### config.mk
export PLATFORM = sky130hd
export DESIGN_NAME = vga_timing_gen_flat
export DESIGN_NICKNAME = d
export VERILOG_FILES = /design/src/rtl/vga_timing_gen_if.sv /design/src/rtl/vga_timing_gen.sv /design/src/flat_wrapper.sv
export SDC_FILE = /design/constraint.sdc
export NUM_CORES = 1
export LEC_CHECK = 0
export ABC_AREA = 1
export CORE_MARGIN = 5
export CORE_UTILIZATION = 45
export DETAILED_ROUTE_END_ITERATION = 16
export PLACE_DENSITY_LB_ADDON = 0.25
export SLEW_MARGIN = 20
export SYNTH_ARGS = -nofsm -noshare
export SYNTH_HDL_FRONTEND = slang
export SYNTH_SLANG_ARGS = --single-unit
### constraint.sdc
create_clock -name clk -period 1.7 [get_ports clk]
set_input_delay 0.17 -clock clk [delete_from_list [all_inputs] [get_ports clk]]
set_output_delay 0.17 -clock clk [all_outputs]
set_load 0.05 [all_outputs]
### src/rtl/vga_timing_gen_if.sv
// ----------------------------------------------------------------------------
// vga_timing_gen_if
// Bundles the pixel-source bus and the DAC-side outputs of vga_timing_gen.
//   vga_data    : 24-bit pixel returned by the source ([23:16]=R, [15:8]=G, [7:0]=B)
//   h_addr      : active-area column requested from the source (0 outside active)
//   v_addr      : active-area row requested from the source (0 outside active)
//   hsync/vsync : active-low sync pulses, aligned with the colour outputs
//   valid       : output pixel lies in the active area
//   vga_r/g/b   : registered colour, 0 during blanking
//   frame_start : one-cycle pulse on output pixel (0,0)
// Modports:
//   master : the timing generator (drives addresses and DAC outputs)
//   slave  : the pixel source / display side
// ----------------------------------------------------------------------------
interface vga_timing_gen_if;
  logic [23:0] vga_data;
  logic [9:0]  h_addr;
  logic [9:0]  v_addr;
  logic        hsync;
  logic        vsync;
  logic        valid;
  logic [7:0]  vga_r;
  logic [7:0]  vga_g;
  logic [7:0]  vga_b;
  logic        frame_start;

  modport master (
    input  vga_data,
    output h_addr, v_addr, hsync, vsync, valid, vga_r, vga_g, vga_b, frame_start
  );

  modport slave (
    output vga_data,
    input  h_addr, v_addr, hsync, vsync, valid, vga_r, vga_g, vga_b, frame_start
  );
endinterface

### src/rtl/vga_timing_gen.sv
// ----------------------------------------------------------------------------
// vga_timing_gen
// Free-running pixel/line counters for a VGA raster. Presents active-area
// addresses to the pixel source, takes the source's data back PIX_LAT clocks
// later and registers sync, blank and RGB so every output leaves on the same
// clock, PIX_LAT+1 cycles after the counter value that produced it.
// Ports:
//   clk : pixel clock
//   rst : synchronous, active-low reset
//   vga : vga_timing_gen_if.master (addresses out, vga_data in, DAC outputs)
// Parameters:
//   H_SYNC/H_BP/H_DISP/H_FP : line segments in clocks (sync, back porch,
//                             active, front porch)
//   V_SYNC/V_BP/V_DISP/V_FP : frame segments in lines
//   PIX_LAT                 : source latency from address to data, 0..3
// ----------------------------------------------------------------------------
module vga_timing_gen #(
  parameter int unsigned H_SYNC  = 96,
  parameter int unsigned H_BP    = 48,
  parameter int unsigned H_DISP  = 640,
  parameter int unsigned H_FP    = 16,
  parameter int unsigned V_SYNC  = 2,
  parameter int unsigned V_BP    = 33,
  parameter int unsigned V_DISP  = 480,
  parameter int unsigned V_FP    = 10,
  parameter int unsigned PIX_LAT = 1
) (
  input  logic             clk,
  input  logic             rst,
  vga_timing_gen_if.master vga
);

  // Counter boundaries, pre-sized to the 10-bit counter width.
  localparam logic [9:0] H_LAST      = 10'(H_SYNC + H_BP + H_DISP + H_FP - 1);
  localparam logic [9:0] V_LAST      = 10'(V_SYNC + V_BP + V_DISP + V_FP - 1);
  localparam logic [9:0] H_SYNC_END  = 10'(H_SYNC);
  localparam logic [9:0] V_SYNC_END  = 10'(V_SYNC);
  localparam logic [9:0] H_ACT_BEG   = 10'(H_SYNC + H_BP);
  localparam logic [9:0] H_ACT_END   = 10'(H_SYNC + H_BP + H_DISP);
  localparam logic [9:0] V_ACT_BEG   = 10'(V_SYNC + V_BP);
  localparam logic [9:0] V_ACT_END   = 10'(V_SYNC + V_BP + V_DISP);

  // --------------------------------------------------------------------------
  // Raster counters
  // --------------------------------------------------------------------------
  logic [9:0] x_cnt_q, x_cnt_d;
  logic [9:0] y_cnt_q, y_cnt_d;

  // NOTE: every signal written here gets a default first, so no path leaves
  // it unassigned and no latch is inferred.
  always_comb begin
    x_cnt_d = x_cnt_q + 10'd1;
    y_cnt_d = y_cnt_q;
    if (x_cnt_q == H_LAST) begin
      x_cnt_d = '0;
      y_cnt_d = (y_cnt_q == V_LAST) ? 10'd0 : y_cnt_q + 10'd1;
    end
  end

  // --------------------------------------------------------------------------
  // Stage 0: decode straight from the counter registers
  // --------------------------------------------------------------------------
  logic h_act, v_act;
  logic hs0, vs0, act0, fs0;

  always_comb begin
    h_act = (x_cnt_q >= H_ACT_BEG) && (x_cnt_q < H_ACT_END);
    v_act = (y_cnt_q >= V_ACT_BEG) && (y_cnt_q < V_ACT_END);
    hs0   = (x_cnt_q >= H_SYNC_END);
    vs0   = (y_cnt_q >= V_SYNC_END);
    act0  = h_act && v_act;
    fs0   = (x_cnt_q == 10'd0) && (y_cnt_q == 10'd0);
  end

  assign vga.h_addr = h_act ? (x_cnt_q - H_ACT_BEG) : 10'd0;
  assign vga.v_addr = v_act ? (y_cnt_q - V_ACT_BEG) : 10'd0;

  // --------------------------------------------------------------------------
  // Delay line: PIX_LAT+1 register stages per control bit.
  // Each *_c vector is the whole chain with the stage-0 value in bit 0, so
  // bit k is the value delayed by k clocks; this keeps PIX_LAT=0 legal
  // without a separate code path.
  // --------------------------------------------------------------------------
  logic [PIX_LAT:0]   hs_q,  hs_d,  vs_q,  vs_d;
  logic [PIX_LAT:0]   act_q, act_d, fs_q,  fs_d;
  logic [PIX_LAT+1:0] hs_c,  vs_c,  act_c, fs_c;

  assign hs_c  = {hs_q,  hs0};
  assign vs_c  = {vs_q,  vs0};
  assign act_c = {act_q, act0};
  assign fs_c  = {fs_q,  fs0};

  assign hs_d  = hs_c[PIX_LAT:0];
  assign vs_d  = vs_c[PIX_LAT:0];
  assign act_d = act_c[PIX_LAT:0];
  assign fs_d  = fs_c[PIX_LAT:0];

  // --------------------------------------------------------------------------
  // RGB register: act delayed by PIX_LAT lines up with the source's data for
  // the same pixel; during blanking the source is ignored so stale data
  // cannot reach the DAC.
  // --------------------------------------------------------------------------
  logic [23:0] rgb_q, rgb_d;

  assign rgb_d = act_c[PIX_LAT] ? vga.vga_data : 24'd0;

  // --------------------------------------------------------------------------
  // State registers
  // --------------------------------------------------------------------------
  // NOTE: sequential state uses non-blocking assignments so every register
  // samples its pre-edge inputs regardless of statement order.
  always_ff @(posedge clk) begin
    // NOTE: reset is sampled on the clock edge; every register, including the
    // RGB data path, is cleared so the pins are quiet while rst is low.
    if (!rst) begin
      x_cnt_q <= '0;
      y_cnt_q <= '0;
      hs_q    <= '1;
      vs_q    <= '1;
      act_q   <= '0;
      fs_q    <= '0;
      rgb_q   <= '0;
    end else begin
      x_cnt_q <= x_cnt_d;
      y_cnt_q <= y_cnt_d;
      hs_q    <= hs_d;
      vs_q    <= vs_d;
      act_q   <= act_d;
      fs_q    <= fs_d;
      rgb_q   <= rgb_d;
    end
  end

  // --------------------------------------------------------------------------
  // Outputs: last stage of each chain, all PIX_LAT+1 clocks after stage 0
  // --------------------------------------------------------------------------
  assign vga.hsync       = hs_c[PIX_LAT+1];
  assign vga.vsync       = vs_c[PIX_LAT+1];
  assign vga.valid       = act_c[PIX_LAT+1];
  assign vga.frame_start = fs_c[PIX_LAT+1];
  assign vga.vga_r       = rgb_q[23:16];
  assign vga.vga_g       = rgb_q[15:8];
  assign vga.vga_b       = rgb_q[7:0];

endmodule

### src/flat_wrapper.sv
// flat-port wrapper written by rule: the top's interface ports become plain ports
module vga_timing_gen_flat 
#(
  parameter int unsigned H_SYNC  = 96,
  parameter int unsigned H_BP    = 48,
  parameter int unsigned H_DISP  = 640,
  parameter int unsigned H_FP    = 16,
  parameter int unsigned V_SYNC  = 2,
  parameter int unsigned V_BP    = 33,
  parameter int unsigned V_DISP  = 480,
  parameter int unsigned V_FP    = 10,
  parameter int unsigned PIX_LAT = 1
)
  (clk, rst, vga_vga_data, vga_h_addr, vga_v_addr, vga_hsync, vga_vsync, vga_valid, vga_vga_r, vga_vga_g, vga_vga_b, vga_frame_start);
  vga_timing_gen_if vga_i ();
  input  logic clk;
  input  logic rst;
  input wire logic [$bits(vga_i.vga_data)-1:0] vga_vga_data;
  output wire logic [$bits(vga_i.h_addr)-1:0] vga_h_addr;
  output wire logic [$bits(vga_i.v_addr)-1:0] vga_v_addr;
  output wire logic [$bits(vga_i.hsync)-1:0] vga_hsync;
  output wire logic [$bits(vga_i.vsync)-1:0] vga_vsync;
  output wire logic [$bits(vga_i.valid)-1:0] vga_valid;
  output wire logic [$bits(vga_i.vga_r)-1:0] vga_vga_r;
  output wire logic [$bits(vga_i.vga_g)-1:0] vga_vga_g;
  output wire logic [$bits(vga_i.vga_b)-1:0] vga_vga_b;
  output wire logic [$bits(vga_i.frame_start)-1:0] vga_frame_start;
  assign vga_i.vga_data = vga_vga_data;
  assign vga_h_addr = vga_i.h_addr;
  assign vga_v_addr = vga_i.v_addr;
  assign vga_hsync = vga_i.hsync;
  assign vga_vsync = vga_i.vsync;
  assign vga_valid = vga_i.valid;
  assign vga_vga_r = vga_i.vga_r;
  assign vga_vga_g = vga_i.vga_g;
  assign vga_vga_b = vga_i.vga_b;
  assign vga_frame_start = vga_i.frame_start;
  vga_timing_gen #(.H_SYNC(H_SYNC), .H_BP(H_BP), .H_DISP(H_DISP), .H_FP(H_FP), .V_SYNC(V_SYNC), .V_BP(V_BP), .V_DISP(V_DISP), .V_FP(V_FP), .PIX_LAT(PIX_LAT)) u_core (.clk(clk), .rst(rst), .vga(vga_i));
endmodule
==> run_results.csv <==
group,metric,value,unit
floorplanning,die_w,83.88,um
power,leakagePower,1.966,nW
drt,drtIter0Drc,239,
clock_tree,tritoncts,"yes",
final_layout,area_delta_synth_final,82.68,%
job,max-cap-violations,0,
timing,worst_slew_pin_slew,0.5283,ns
timing,setup-tns-final,-5.937,ns
logic_synthesis,yosys-top-cells-area,"dfxtp_1 42%, nor2_1 11%, nand2_1 10%, inv_1 9.2%, ha_1 5.1%",
final_layout,finalNetCount,517,
placed_design,dpl_cell_area,3647,sq um
clock_tree,cts.sinks,52,
logic_synthesis,synthArstFlopShare,0,%
timing,fin_ws,-0.3105,ns
logic_synthesis,ys_types,27,
final_layout,fillers,292,
clock_tree,clockRootBuffer,"clkbuf_8",
floorplanning,initial_core_util,45.44,%
critical_path,crit_type,"reg2out",
grt,grt_overflow_total,0,
critical_path,critPathArrivalTime,1.84,ns
min_path,min_from,"vga_vga_data[3]",
timing,drv_slew,0,
outcome,outcome,"finished, violations left",
drt,num_vias,2800,
grt,grt_max_degree,26,
floorplanning,coreArea,5405,sq um
clock_tree,clock_latency,0.32,ns
critical_path,r2r_start,"u_core.x_cnt_q[5]",
final_layout,fin_area,4487,sq um
min_path,hp-class,"in2reg",
clock_tree,ctsLongestPathBuffers,2,
logic_synthesis,synth_warnings,0,
power,power_density,517.2,nW/um^2
power,peakVddDrop,779.1,uV
grt,grt_pass1_vias,2653,
timing,finalHoldViolations,0,
floorplanning,rows,27,
grt,grt_first_pass_wirelength,12380,um
floorplanning,die_y,83.88,um
timing,finClkSkew,0.01590,ns
timing,rsz0062_at_grt,"true",
drt,drt-wirelength-per-cell,15.71,um
final_layout,layout.cells.non_filler,554,
placed_design,io_buffers,73,
logic_synthesis,syn_inst,353,
drt,drc,0,
logic_synthesis,yosysMostFrequentCell,"nor2_1",
logic_synthesis,syn_nets,389,
placed_design,place_worst_setup_slack,-0.01962,ns
logic_synthesis,synth_edf_count,0,
timing,hold_ws,0.3668,ns
drt,totalWireLength,8703,um
logic_synthesis,syn_avg_cell_area,6.958,sq um
placed_design,gp_congestion,0.8994,
timing,setup_viol,35,
timing,timing.fmax,497.4,MHz
clock_tree,path_clk_slew,0.10,ns
outcome,failed_checks,"negative setup slack",
drt,routed_via_density,5.054,
critical_path,required,1.53,ns
logic_synthesis,synth_top_cell_by_area,"dfxtp_1",
final_layout,antenna_cells,0,
logic_synthesis,synthDominantCellAreaShare,42.38,%
critical_path,slowest_delay,0.35,ns
critical_path,worstPathMaxFanout,4,
grt,antenna_found_initial,0,
timing,fin_crit_sh,118.3,%
placed_design,hpwl,4799,um
drt,drt.antenna.violating_nets,0,
logic_synthesis,synth_seq_area_share,42.38,%
logic_synthesis,ys.flop_type,"dfxtp_1",
floorplanning,die_area,7036,sq um
final_layout,drive_above_1_share,36.51,%
critical_path,critPathCaptureType,"output pin",
logic_synthesis,synthTopCellsByCount,"70 x nor2_1, 68 x nand2_1, 60 x inv_1, 52 x dfxtp_1, 19 x nand3_1",
drt,first_pass_iters,5,
clock_tree,h-tree-depth,2,
logic_synthesis,synth_seq_cells,52,
grt,grt_usage,21.57,%
critical_path,cp_cell_sequence,"inv_4, ha_4, inv_2, nor2_4, nand2_2, o21ai_4, buf_6, buf_6, nand3_4, inv_2, buf_12",
timing,min_period,2.010,ns
power,power.total,2.320,mW
final_layout,fin_util,83.01,%
floorplanning,ios,74,
critical_path,timing.critical_path.slowest_stage_cell,"dfxtp_2",
critical_path,crit_path_start_kind,"flip-flop",
placed_design,dp.cells,510,
clock_tree,cts_buffers,5,
timing,relSlewSlack,64.67,%
critical_path,critical_path.startpoint,"u_core.x_cnt_q[5]",
logic_synthesis,syn-cell-area,2456,sq um
==> area by class of cell <==
type | instances | area [sq um] | share of cell area (%)
Multi-Input combinational cell | 229 | 1555 | 34.66
Timing Repair Buffer | 128 | 1423 | 31.71
Sequential cell | 52 | 1057 | 23.56
Inverter | 65 | 246.5 | 5.494
Tap cell | 72 | 90.09 | 2.008
Clock buffer | 5 | 68.82 | 1.534
Clock inverter | 3 | 46.29 | 1.032
==> what timing repair did <==
action,CTS,global route
setup buffers,17,17
pin swaps,16,19
cloned,1,1
endpoints found under the setup margin,20,37
hold buffers,0,0
resized for setup,72,34
==> registers in the layout, summed over array words and instances, names as in the netlist <==
register and flops:
u_core.y_cnt_q 10, u_core.act_q 2, u_core.hs_q 2, u_core.vs_q 2, u_core.x_cnt_q 10, u_core.fs_q 2
u_core.rgb_q 24
==> final timing paths <==
check	endpoint	slack, ns	cells past startpoint
min reg2reg	u_core.hs_q[1]	0.44	1
min	u_core.rgb_q[3]	0.37	3
max reg2reg	u_core.y_cnt_q[2]	-0.23	14
max	vga_h_addr[3]	-0.31	11
==> cells in the final DEF (no fill, tap or decap), drive strengths merged <==
cell type and count:
nor4 2, nand3 20, bufinv 1, nor3 10
o21ai 9, clkbuf 6, and3 1, xor2 5
ha 10, nand2 73, clkinvlp 1, or2 3
dfxtp 52, a21oi 17, nand3b 1, buf 74
o22ai 1, nor2 74, nand4 3, clkdlybuf4s50 53
inv 66
==> layer usage <==
layer / up-vias / global-route usage (%) / wire [um]
met5: - / 0 / 0
met4: 0 / 7.456 / 357
met3: 38 / 3.949 / 565
met2: 147 / 41.58 / 4698
met1: 1294 / 23.19 / 3082
li1: 1321 / - / -
==> logic make-up after synthesis <==
logic type               after synthesis  synth area share, %
AND/OR/NAND/NOR                      186                32.86
buffers and inverters                 73                11.72
flip-flops                            52                42.38
AO/OA/AOI/OAI                         27                6.164
adder cells (fa/ha/maj)               10                5.094
XOR/XNOR                               5                1.783
==> critical path: cells and delay by family, from the launching register on <==
family | cells | cell delay, ns
buffers and inverters | 6 | 0.55
adders and majority gates | 1 | 0.13
and+or+nand+nor | 3 | 0.24
DFF | 1 | 0.35
AOI/OAI and AO/OA | 1 | 0.23
==> report_power, final <==
| part | switching (mW) | internal (mW) | leakage, nW |
|---|---|---|---|
| clock | 0.457 | 0.444 | 0.0548 |
| sequential | 0.00888 | 1.23 | 0.427 |
| combinational | 0.0834 | 0.0961 | 1.48 |
Note: power is estimated with default switching activity, not from simulation.
